--- config.mk ---
export PLATFORM = sky130hd
export DESIGN_NAME = l2_mem_arbiter_flat
export DESIGN_NICKNAME = d
export VERILOG_FILES = /design/src/rtl/l2_mem_arbiter_if.sv /design/src/rtl/l2_mem_arbiter.sv /design/src/flat_wrapper.sv
export SDC_FILE = /design/constraint.sdc
export NUM_CORES = 2
export LEC_CHECK = 0
export BUFFER_PORTS_ARGS = -buffer_cell sky130_fd_sc_hd__clkbuf_2
export CORE_AREA = 4 4 541 543
export DETAILED_ROUTE_END_ITERATION = 10
export DIE_AREA = 0 0 545 547
export PLACE_DENSITY_LB_ADDON = 0.1
export SYNTH_ARGS = -nofsm -noshare
export SYNTH_HDL_FRONTEND = slang
export SYNTH_SLANG_ARGS = --single-unit
--- constraint.sdc ---
create_clock -name clk_i -period 67.1 [get_ports clk_i]
set_input_delay 10.065 -clock clk_i [delete_from_list [all_inputs] [get_ports clk_i]]
set_output_delay 10.065 -clock clk_i [all_outputs]
set_load 0.01 [all_outputs]
--- src/rtl/l2_mem_arbiter_if.sv ---
// Signal bundle for l2_mem_arbiter: I-cache and D-cache refill ports plus the shared memory port.
// The slave modport is the arbiter's view; master is the core/memory side.
interface l2_mem_arbiter_if #(
    parameter int ADDR_WIDTH = 32,
    parameter int LINE_WIDTH = 256
);
    logic                  i_strobe_i;
    logic [ADDR_WIDTH-1:0] i_addr_i;
    logic [LINE_WIDTH-1:0] i_data_o;
    logic                  i_done_o;
    logic                  d_strobe_i;
    logic [ADDR_WIDTH-1:0] d_addr_i;
    logic                  d_rw_i;
    logic [LINE_WIDTH-1:0] d_data_i;
    logic [LINE_WIDTH-1:0] d_data_o;
    logic                  d_done_o;
    logic                  m_strobe_o;
    logic [ADDR_WIDTH-1:0] m_addr_o;
    logic                  m_rw_o;
    logic [LINE_WIDTH-1:0] m_data_o;
    logic [LINE_WIDTH-1:0] m_data_i;
    logic                  m_done_i;
    logic                  busy_o;
    logic                  timeout_o;

    modport slave (
        input  i_strobe_i, i_addr_i, d_strobe_i, d_addr_i, d_rw_i, d_data_i, m_data_i, m_done_i,
        output i_data_o, i_done_o, d_data_o, d_done_o, m_strobe_o, m_addr_o, m_rw_o, m_data_o,
               busy_o, timeout_o
    );

    modport master (
        output i_strobe_i, i_addr_i, d_strobe_i, d_addr_i, d_rw_i, d_data_i, m_data_i, m_done_i,
        input  i_data_o, i_done_o, d_data_o, d_done_o, m_strobe_o, m_addr_o, m_rw_o, m_data_o,
               busy_o, timeout_o
    );
endinterface

--- src/rtl/l2_mem_arbiter.sv ---
// Round-robin arbiter sharing one line-wide memory port between I-cache and D-cache refills,
// with one outstanding transaction at a time and a watchdog on every memory wait.
module l2_mem_arbiter #(
    parameter int ADDR_WIDTH     = 32,
    parameter int LINE_WIDTH     = 256,
    parameter int TIMEOUT_CYCLES = 1024
) (
    input  logic            clk_i,
    input  logic            rst_i,
    l2_mem_arbiter_if.slave bus
);
    localparam logic [1:0] S_IDLE  = 2'd0;
    localparam logic [1:0] S_ISSUE = 2'd1;
    localparam logic [1:0] S_WAIT  = 2'd2;
    localparam logic [1:0] S_RESP  = 2'd3;

    localparam logic GNT_I = 1'b0;
    localparam logic GNT_D = 1'b1;

    localparam bit WD_EN = (TIMEOUT_CYCLES != 0);
    localparam int WD_W  = (TIMEOUT_CYCLES > 1) ? $clog2(TIMEOUT_CYCLES) : 1;
    localparam logic [WD_W-1:0] WD_LAST = WD_EN ? WD_W'(TIMEOUT_CYCLES - 1) : '0;

    logic [1:0]            state_q, state_d;
    logic                  grant_q, grant_d;
    logic                  last_grant_q, last_grant_d;
    logic [WD_W-1:0]       wd_q, wd_d;
    logic                  i_pend_q, i_pend_d;
    logic                  d_pend_q, d_pend_d;
    logic [ADDR_WIDTH-1:0] i_addr_q, i_addr_d;
    logic [ADDR_WIDTH-1:0] d_addr_q, d_addr_d;
    logic                  d_rw_q, d_rw_d;
    logic [LINE_WIDTH-1:0] d_wdata_q, d_wdata_d;
    logic                  m_strobe_q, m_strobe_d;
    logic [ADDR_WIDTH-1:0] m_addr_q, m_addr_d;
    logic                  m_rw_q, m_rw_d;
    logic [LINE_WIDTH-1:0] m_data_q, m_data_d;
    logic [LINE_WIDTH-1:0] i_data_q, i_data_d;
    logic [LINE_WIDTH-1:0] d_data_q, d_data_d;
    logic                  i_done_q, i_done_d;
    logic                  d_done_q, d_done_d;
    logic                  busy_q, busy_d;
    logic                  timeout_q, timeout_d;

    logic                  i_clr_s, d_clr_s, i_take_s, d_take_s;
    logic                  gnt_s, rsp_s;
    logic [LINE_WIDTH-1:0] rsp_data_s;

    // Request capture: a strobe landing in its own RESP cycle wins over the clear.
    always_comb begin
        i_clr_s   = (state_q == S_RESP) && (grant_q == GNT_I);
        d_clr_s   = (state_q == S_RESP) && (grant_q == GNT_D);
        i_take_s  = bus.i_strobe_i && (!i_pend_q || i_clr_s);
        d_take_s  = bus.d_strobe_i && (!d_pend_q || d_clr_s);
        i_pend_d  = i_pend_q;
        i_addr_d  = i_addr_q;
        d_pend_d  = d_pend_q;
        d_addr_d  = d_addr_q;
        d_rw_d    = d_rw_q;
        d_wdata_d = d_wdata_q;
        if (i_take_s) begin
            i_pend_d = 1'b1;
            i_addr_d = bus.i_addr_i;
        end else if (i_clr_s) begin
            i_pend_d = 1'b0;
        end else begin
            i_pend_d = i_pend_q;
        end
        if (d_take_s) begin
            d_pend_d  = 1'b1;
            d_addr_d  = bus.d_addr_i;
            d_rw_d    = bus.d_rw_i;
            d_wdata_d = bus.d_data_i;
        end else if (d_clr_s) begin
            d_pend_d = 1'b0;
        end else begin
            d_pend_d = d_pend_q;
        end
    end

    // Transaction sequencing, memory-side drive and response delivery.
    always_comb begin
        state_d      = state_q;
        grant_d      = grant_q;
        last_grant_d = last_grant_q;
        wd_d         = wd_q;
        m_strobe_d   = 1'b0;
        m_addr_d     = m_addr_q;
        m_rw_d       = m_rw_q;
        m_data_d     = m_data_q;
        i_data_d     = i_data_q;
        d_data_d     = d_data_q;
        i_done_d     = 1'b0;
        d_done_d     = 1'b0;
        timeout_d    = timeout_q;
        rsp_s        = 1'b0;
        rsp_data_s   = '0;
        gnt_s        = (i_pend_q && d_pend_q) ? ~last_grant_q : d_pend_q;
        case (state_q)
            S_IDLE: begin
                if (i_pend_q || d_pend_q) begin
                    state_d    = S_ISSUE;
                    grant_d    = gnt_s;
                    m_strobe_d = 1'b1;
                    if (gnt_s == GNT_D) begin
                        m_addr_d = d_addr_q;
                        m_rw_d   = d_rw_q;
                        m_data_d = d_wdata_q;
                    end else begin
                        m_addr_d = i_addr_q;
                        m_rw_d   = 1'b0;
                        m_data_d = '0;
                    end
                end else begin
                    state_d = S_IDLE;
                end
            end
            S_ISSUE: begin
                state_d = S_WAIT;
                wd_d    = '0;
            end
            S_WAIT: begin
                if (bus.m_done_i) begin
                    rsp_s      = 1'b1;
                    rsp_data_s = bus.m_data_i;
                end else if (WD_EN && (wd_q == WD_LAST)) begin
                    rsp_s      = 1'b1;
                    rsp_data_s = '0;
                    timeout_d  = 1'b1;
                end else begin
                    wd_d = wd_q + WD_W'(1);
                end
                if (rsp_s) begin
                    state_d = S_RESP;
                    if (grant_q == GNT_I) begin
                        i_done_d = 1'b1;
                        i_data_d = rsp_data_s;
                    end else begin
                        d_done_d = 1'b1;
                        if (!m_rw_q) begin
                            d_data_d = rsp_data_s;
                        end else begin
                            d_data_d = d_data_q;
                        end
                    end
                end else begin
                    state_d = S_WAIT;
                end
            end
            S_RESP: begin
                state_d      = S_IDLE;
                last_grant_d = grant_q;
                wd_d         = '0;
            end
            default: begin
                state_d = S_IDLE;
            end
        endcase
        busy_d = (state_d != S_IDLE);
    end

    // State and registered outputs; last_grant resets to D so the first tie goes to I.
    always_ff @(posedge clk_i or posedge rst_i) begin
        if (rst_i) begin
            state_q      <= S_IDLE;
            grant_q      <= GNT_I;
            last_grant_q <= GNT_D;
            wd_q         <= '0;
            i_pend_q     <= 1'b0;
            d_pend_q     <= 1'b0;
            i_addr_q     <= '0;
            d_addr_q     <= '0;
            d_rw_q       <= 1'b0;
            d_wdata_q    <= '0;
            m_strobe_q   <= 1'b0;
            m_addr_q     <= '0;
            m_rw_q       <= 1'b0;
            m_data_q     <= '0;
            i_data_q     <= '0;
            d_data_q     <= '0;
            i_done_q     <= 1'b0;
            d_done_q     <= 1'b0;
            busy_q       <= 1'b0;
            timeout_q    <= 1'b0;
        end else begin
            state_q      <= state_d;
            grant_q      <= grant_d;
            last_grant_q <= last_grant_d;
            wd_q         <= wd_d;
            i_pend_q     <= i_pend_d;
            d_pend_q     <= d_pend_d;
            i_addr_q     <= i_addr_d;
            d_addr_q     <= d_addr_d;
            d_rw_q       <= d_rw_d;
            d_wdata_q    <= d_wdata_d;
            m_strobe_q   <= m_strobe_d;
            m_addr_q     <= m_addr_d;
            m_rw_q       <= m_rw_d;
            m_data_q     <= m_data_d;
            i_data_q     <= i_data_d;
            d_data_q     <= d_data_d;
            i_done_q     <= i_done_d;
            d_done_q     <= d_done_d;
            busy_q       <= busy_d;
            timeout_q    <= timeout_d;
        end
    end

    assign bus.m_strobe_o = m_strobe_q;
    assign bus.m_addr_o   = m_addr_q;
    assign bus.m_rw_o     = m_rw_q;
    assign bus.m_data_o   = m_data_q;
    assign bus.i_data_o   = i_data_q;
    assign bus.i_done_o   = i_done_q;
    assign bus.d_data_o   = d_data_q;
    assign bus.d_done_o   = d_done_q;
    assign bus.busy_o     = busy_q;
    assign bus.timeout_o  = timeout_q;
endmodule

--- src/flat_wrapper.sv ---
// flat-port wrapper written by rule: the top's interface ports become plain ports
module l2_mem_arbiter_flat 
#(
    parameter int ADDR_WIDTH     = 32,
    parameter int LINE_WIDTH     = 256,
    parameter int TIMEOUT_CYCLES = 1024
)
  (clk_i, rst_i, bus_i_strobe_i, bus_i_addr_i, bus_d_strobe_i, bus_d_addr_i, bus_d_rw_i, bus_d_data_i, bus_m_data_i, bus_m_done_i, bus_i_data_o, bus_i_done_o, bus_d_data_o, bus_d_done_o, bus_m_strobe_o, bus_m_addr_o, bus_m_rw_o, bus_m_data_o, bus_busy_o, bus_timeout_o);
  l2_mem_arbiter_if #(.ADDR_WIDTH(ADDR_WIDTH), .LINE_WIDTH(LINE_WIDTH)) bus_i ();
  input  logic clk_i;
  input  logic rst_i;
  input wire logic [$bits(bus_i.i_strobe_i)-1:0] bus_i_strobe_i;
  input wire logic [$bits(bus_i.i_addr_i)-1:0] bus_i_addr_i;
  input wire logic [$bits(bus_i.d_strobe_i)-1:0] bus_d_strobe_i;
  input wire logic [$bits(bus_i.d_addr_i)-1:0] bus_d_addr_i;
  input wire logic [$bits(bus_i.d_rw_i)-1:0] bus_d_rw_i;
  input wire logic [$bits(bus_i.d_data_i)-1:0] bus_d_data_i;
  input wire logic [$bits(bus_i.m_data_i)-1:0] bus_m_data_i;
  input wire logic [$bits(bus_i.m_done_i)-1:0] bus_m_done_i;
  output wire logic [$bits(bus_i.i_data_o)-1:0] bus_i_data_o;
  output wire logic [$bits(bus_i.i_done_o)-1:0] bus_i_done_o;
  output wire logic [$bits(bus_i.d_data_o)-1:0] bus_d_data_o;
  output wire logic [$bits(bus_i.d_done_o)-1:0] bus_d_done_o;
  output wire logic [$bits(bus_i.m_strobe_o)-1:0] bus_m_strobe_o;
  output wire logic [$bits(bus_i.m_addr_o)-1:0] bus_m_addr_o;
  output wire logic [$bits(bus_i.m_rw_o)-1:0] bus_m_rw_o;
  output wire logic [$bits(bus_i.m_data_o)-1:0] bus_m_data_o;
  output wire logic [$bits(bus_i.busy_o)-1:0] bus_busy_o;
  output wire logic [$bits(bus_i.timeout_o)-1:0] bus_timeout_o;
  assign bus_i.i_strobe_i = bus_i_strobe_i;
  assign bus_i.i_addr_i = bus_i_addr_i;
  assign bus_i.d_strobe_i = bus_d_strobe_i;
  assign bus_i.d_addr_i = bus_d_addr_i;
  assign bus_i.d_rw_i = bus_d_rw_i;
  assign bus_i.d_data_i = bus_d_data_i;
  assign bus_i.m_data_i = bus_m_data_i;
  assign bus_i.m_done_i = bus_m_done_i;
  assign bus_i_data_o = bus_i.i_data_o;
  assign bus_i_done_o = bus_i.i_done_o;
  assign bus_d_data_o = bus_i.d_data_o;
  assign bus_d_done_o = bus_i.d_done_o;
  assign bus_m_strobe_o = bus_i.m_strobe_o;
  assign bus_m_addr_o = bus_i.m_addr_o;
  assign bus_m_rw_o = bus_i.m_rw_o;
  assign bus_m_data_o = bus_i.m_data_o;
  assign bus_busy_o = bus_i.busy_o;
  assign bus_timeout_o = bus_i.timeout_o;
  l2_mem_arbiter #(.ADDR_WIDTH(ADDR_WIDTH), .LINE_WIDTH(LINE_WIDTH), .TIMEOUT_CYCLES(TIMEOUT_CYCLES)) u_core (.clk_i(clk_i), .rst_i(rst_i), .bus(bus_i));
endmodule
==> run metrics <==
clock latency on the worst-skew pair slightly above 0.8 ns; initial antenna violation count 138; setup ws final around 53 ns; Worst Path Arrival between 10 and 15 ns; crit path max-delay cell type buf_4; Synth Instances between 2000 and 3000; layout cells sized above 1 48.4%; Mean Syn Cell Area ~16 um2; unrepaired setup endpoints after global routing false; post-CTS repair timing setup buffer count 0; peak supply drop roughly 0.022 mV; via count ~30000; FILL cells approximately 31000; mapped cell area between 40000 and 50000 um2; Rows 197; vias in the first global route between 30000 and 40000; most frequent CP cell buf_4; status complete, no violations; clock root cell clkbuf_16; max_cap viols 0; setup_tns 0 ns; syn nets ~3200; Primary FF master, synth dfrtp_1; placer's final routability congestion estimate roughly 0.78; core area 288000 um2; top cells by area, synth dfrtp_1 (69%), a22o_1 (16%), mux2_2 (8.7%); largest net degree at the start of global routing ~140; Tot GR Track Use roughly 14%; final slew viol count 0; Synth cell types 43; clock sinks roughly 1100; Synth async-reset ratio 100%; number of synthesized flops with an enable pin 0; max_slew headroom 28.4%; hpwl dp 157000 um; Tightest Pin Transition ~1.1 ns; Buffers on Ports around 1400; CTS tree done; CP Data Required Time between 60 and 70 ns; clock-pin slew on the worst setup and hold paths approximately 0.060 ns; gr ovfl total 0; total die area 298000 um2; first-pass GRT wire length roughly 280000 um; CP Max Fanout 71; initial DRC count ~1500; Synth area leader dfrtp_1; io pins around 1400; Design Area, Final 57400 um2; Initial Utilization approximately 14%; vias per cell around 3.8; post-synthesis sequential area ratio roughly 69%; Period Utilization, post-route between 20% and 30%; post-route minimum period approximately 14 ns; DP Area approximately 52000 um2; WP buf/inv 5; nets@finish ~4600; Setup Skew 0.0571 ns; post-DR wirelength/cell between 20 and 30 um; hold_buf cts 0; power density over the cells about 54 nW/um2; f_max just over 0.07 GHz; DR DRC count 0; CTS Buf Count 153; post-synth top area share about 69%; worst min path class reg2reg; clk buf depth 4; commonest non-fill, non-tap cells in the layout clkbuf_2 (1387), dfrtp_1 (1142), a22o_1 (769); P&R area growth vs syn 38.8%; CP top delay family buffers and inverters; CTS resizes 0; critical path, cell by cell clkbuf_2, a31o_4, nand3_4, buf_4, buf_4, buf_4, buf_4, a22o_1; FF+latch count, synth around 1100; worst slack, placed ~52 ns; Routed Antenna Nets 0; Die X roughly 550 um; critical path type in2reg; Routed WL between 200000 and 250000 um; Lkg Pwr between 20 and 30 nW; Crit path largest cell delay between 0.8 and 0.9 ns; Final Hold Viols 0; number of synthesis warnings 0; drt first pass iters 7; Worst setup EP type register; Die Ht 547 um; Max H-tree Level 4; final-report setup violation count 0; CP startpoint kind input port; most common cell after layout, fill and taps aside clkbuf_2
## cell families after synthesis
kind of cell	count (synthesis)	share of synthesized area, %
flip-flops	1143	69.2
AO/OA/AOI/OAI	832	17.2
multiplexers	353	9.52
buffers and inverters	227	2.95
AND/OR/NAND/NOR	77	0.939
adder cells (fa/ha/maj)	6	0.182
## state kept, by name, indices dropped and copies added, names as in the netlist, 2 cells and up
name                 flops
u_core.d_wdata_q       256
u_core.bus.m_data_o    256
u_core.i_addr_q         32
u_core.wd_q             10
u_core.bus.i_data_o    256
u_core.bus.m_addr_o     32
u_core.d_addr_q         32
u_core.state_q           2
u_core.bus.d_data_o    256
## per-stage QoR
step	utilization [%]	cells	hold slack (ns)	power [W]
6_report	19.9	7924	0.462	0.00310
5_1_grt	19.9	7913	0.483	0.00330
4_1_cts	19.9	7904	0.463	0.00317
3_5_place_dp	18.2	7635	0.455	0.00231
3_3_place_gp	18.2	7635	0.454	0.00231
2_1_floorplan	-	2638	0.448	0.00177
## power breakdown
part / switching (W) / total [W] / internal [W]
Sequential: 0.000199 / 0.00121 / 0.00101
Clock: 0.000335 / 0.000831 / 0.000496
Combinational: 0.000600 / 0.00107 / 0.000466
Total: 0.00113 / 0.00310 / 0.00197
## routing by layer
layer | track usage (%) | wire [um] | vias up
li1 | - | - | 12804
met1 | 15.1 | 79500 | 15202
met2 | 22.4 | 99600 | 1318
met3 | 6.87 | 24600 | 445
met4 | 4.20 | 6880 | 110
met5 | 0 | 679 | -
## cells in the mapped netlist (2+ instances only)
cell      instances
mux2_2          320
a21oi_1           3
nand2_1          43
nor2_1            7
ha_1              6
nor3_1            2
o21ai_1           2
buf_2           118
inv_1             9
a22o_1          769
a21o_1            4
and4_1            3
nand3_1           3
nand4_1           2
buf_1            17
dfrtp_1        1142
buf_6            29
nand2b_1          3
mux2i_1          32
or2_2             2
clkbuf_1         52
o21ai_0          43
and2_1            4
o31ai_1           4
## worst paths after layout
| path | startpoint | to | slack [ns] | cells after the start |
|---|---|---|---|---|
| worst max register to register | u_core.wd_q[0]$_DFFE_PP0P_ | u_core.bus.i_data_o[163]$_DFFE_PP0P_ | 61.85 | 9 |
| min in group asynchronous | rst_i | u_core.bus.i_data_o[163]$_DFFE_PP0P_ | 9.47 | 2 |
| max in group asynchronous | rst_i | u_core.bus.m_addr_o[3]$_DFFE_PP0P_ | 53.64 | 6 |
| worst max-delay path | bus_m_done_i | u_core.bus.i_data_o[163]$_DFFE_PP0P_ | 53.29 | 8 |
| worst min register to register | u_core.bus.timeout_o$_DFFE_PP0P_ | u_core.bus.timeout_o$_DFFE_PP0P_ | 0.46 | 1 |
| worst min-delay path | u_core.bus.timeout_o$_DFFE_PP0P_ | u_core.bus.timeout_o$_DFFE_PP0P_ | 0.46 | 1 |
## cell type report
| type | count | area, um2 | share of cell area, % |
|---|---|---|---|
| Timing Repair Buffer | 1433 | 7320 | 12.8 |
| Clock buffer | 236 | 4600 | 8.01 |
| Tap cell | 3781 | 4730 | 8.25 |
| Clock inverter | 33 | 440 | 0.768 |
| Sequential cell | 1143 | 28600 | 49.9 |
| Inverter | 10 | 45.0 | 0.0785 |
| Antenna cell | 20 | 50.0 | 0.0873 |
| Multi-Input combinational cell | 1268 | 11600 | 20.2 |
No activity file was read; power rests on OpenSTA's default activity.
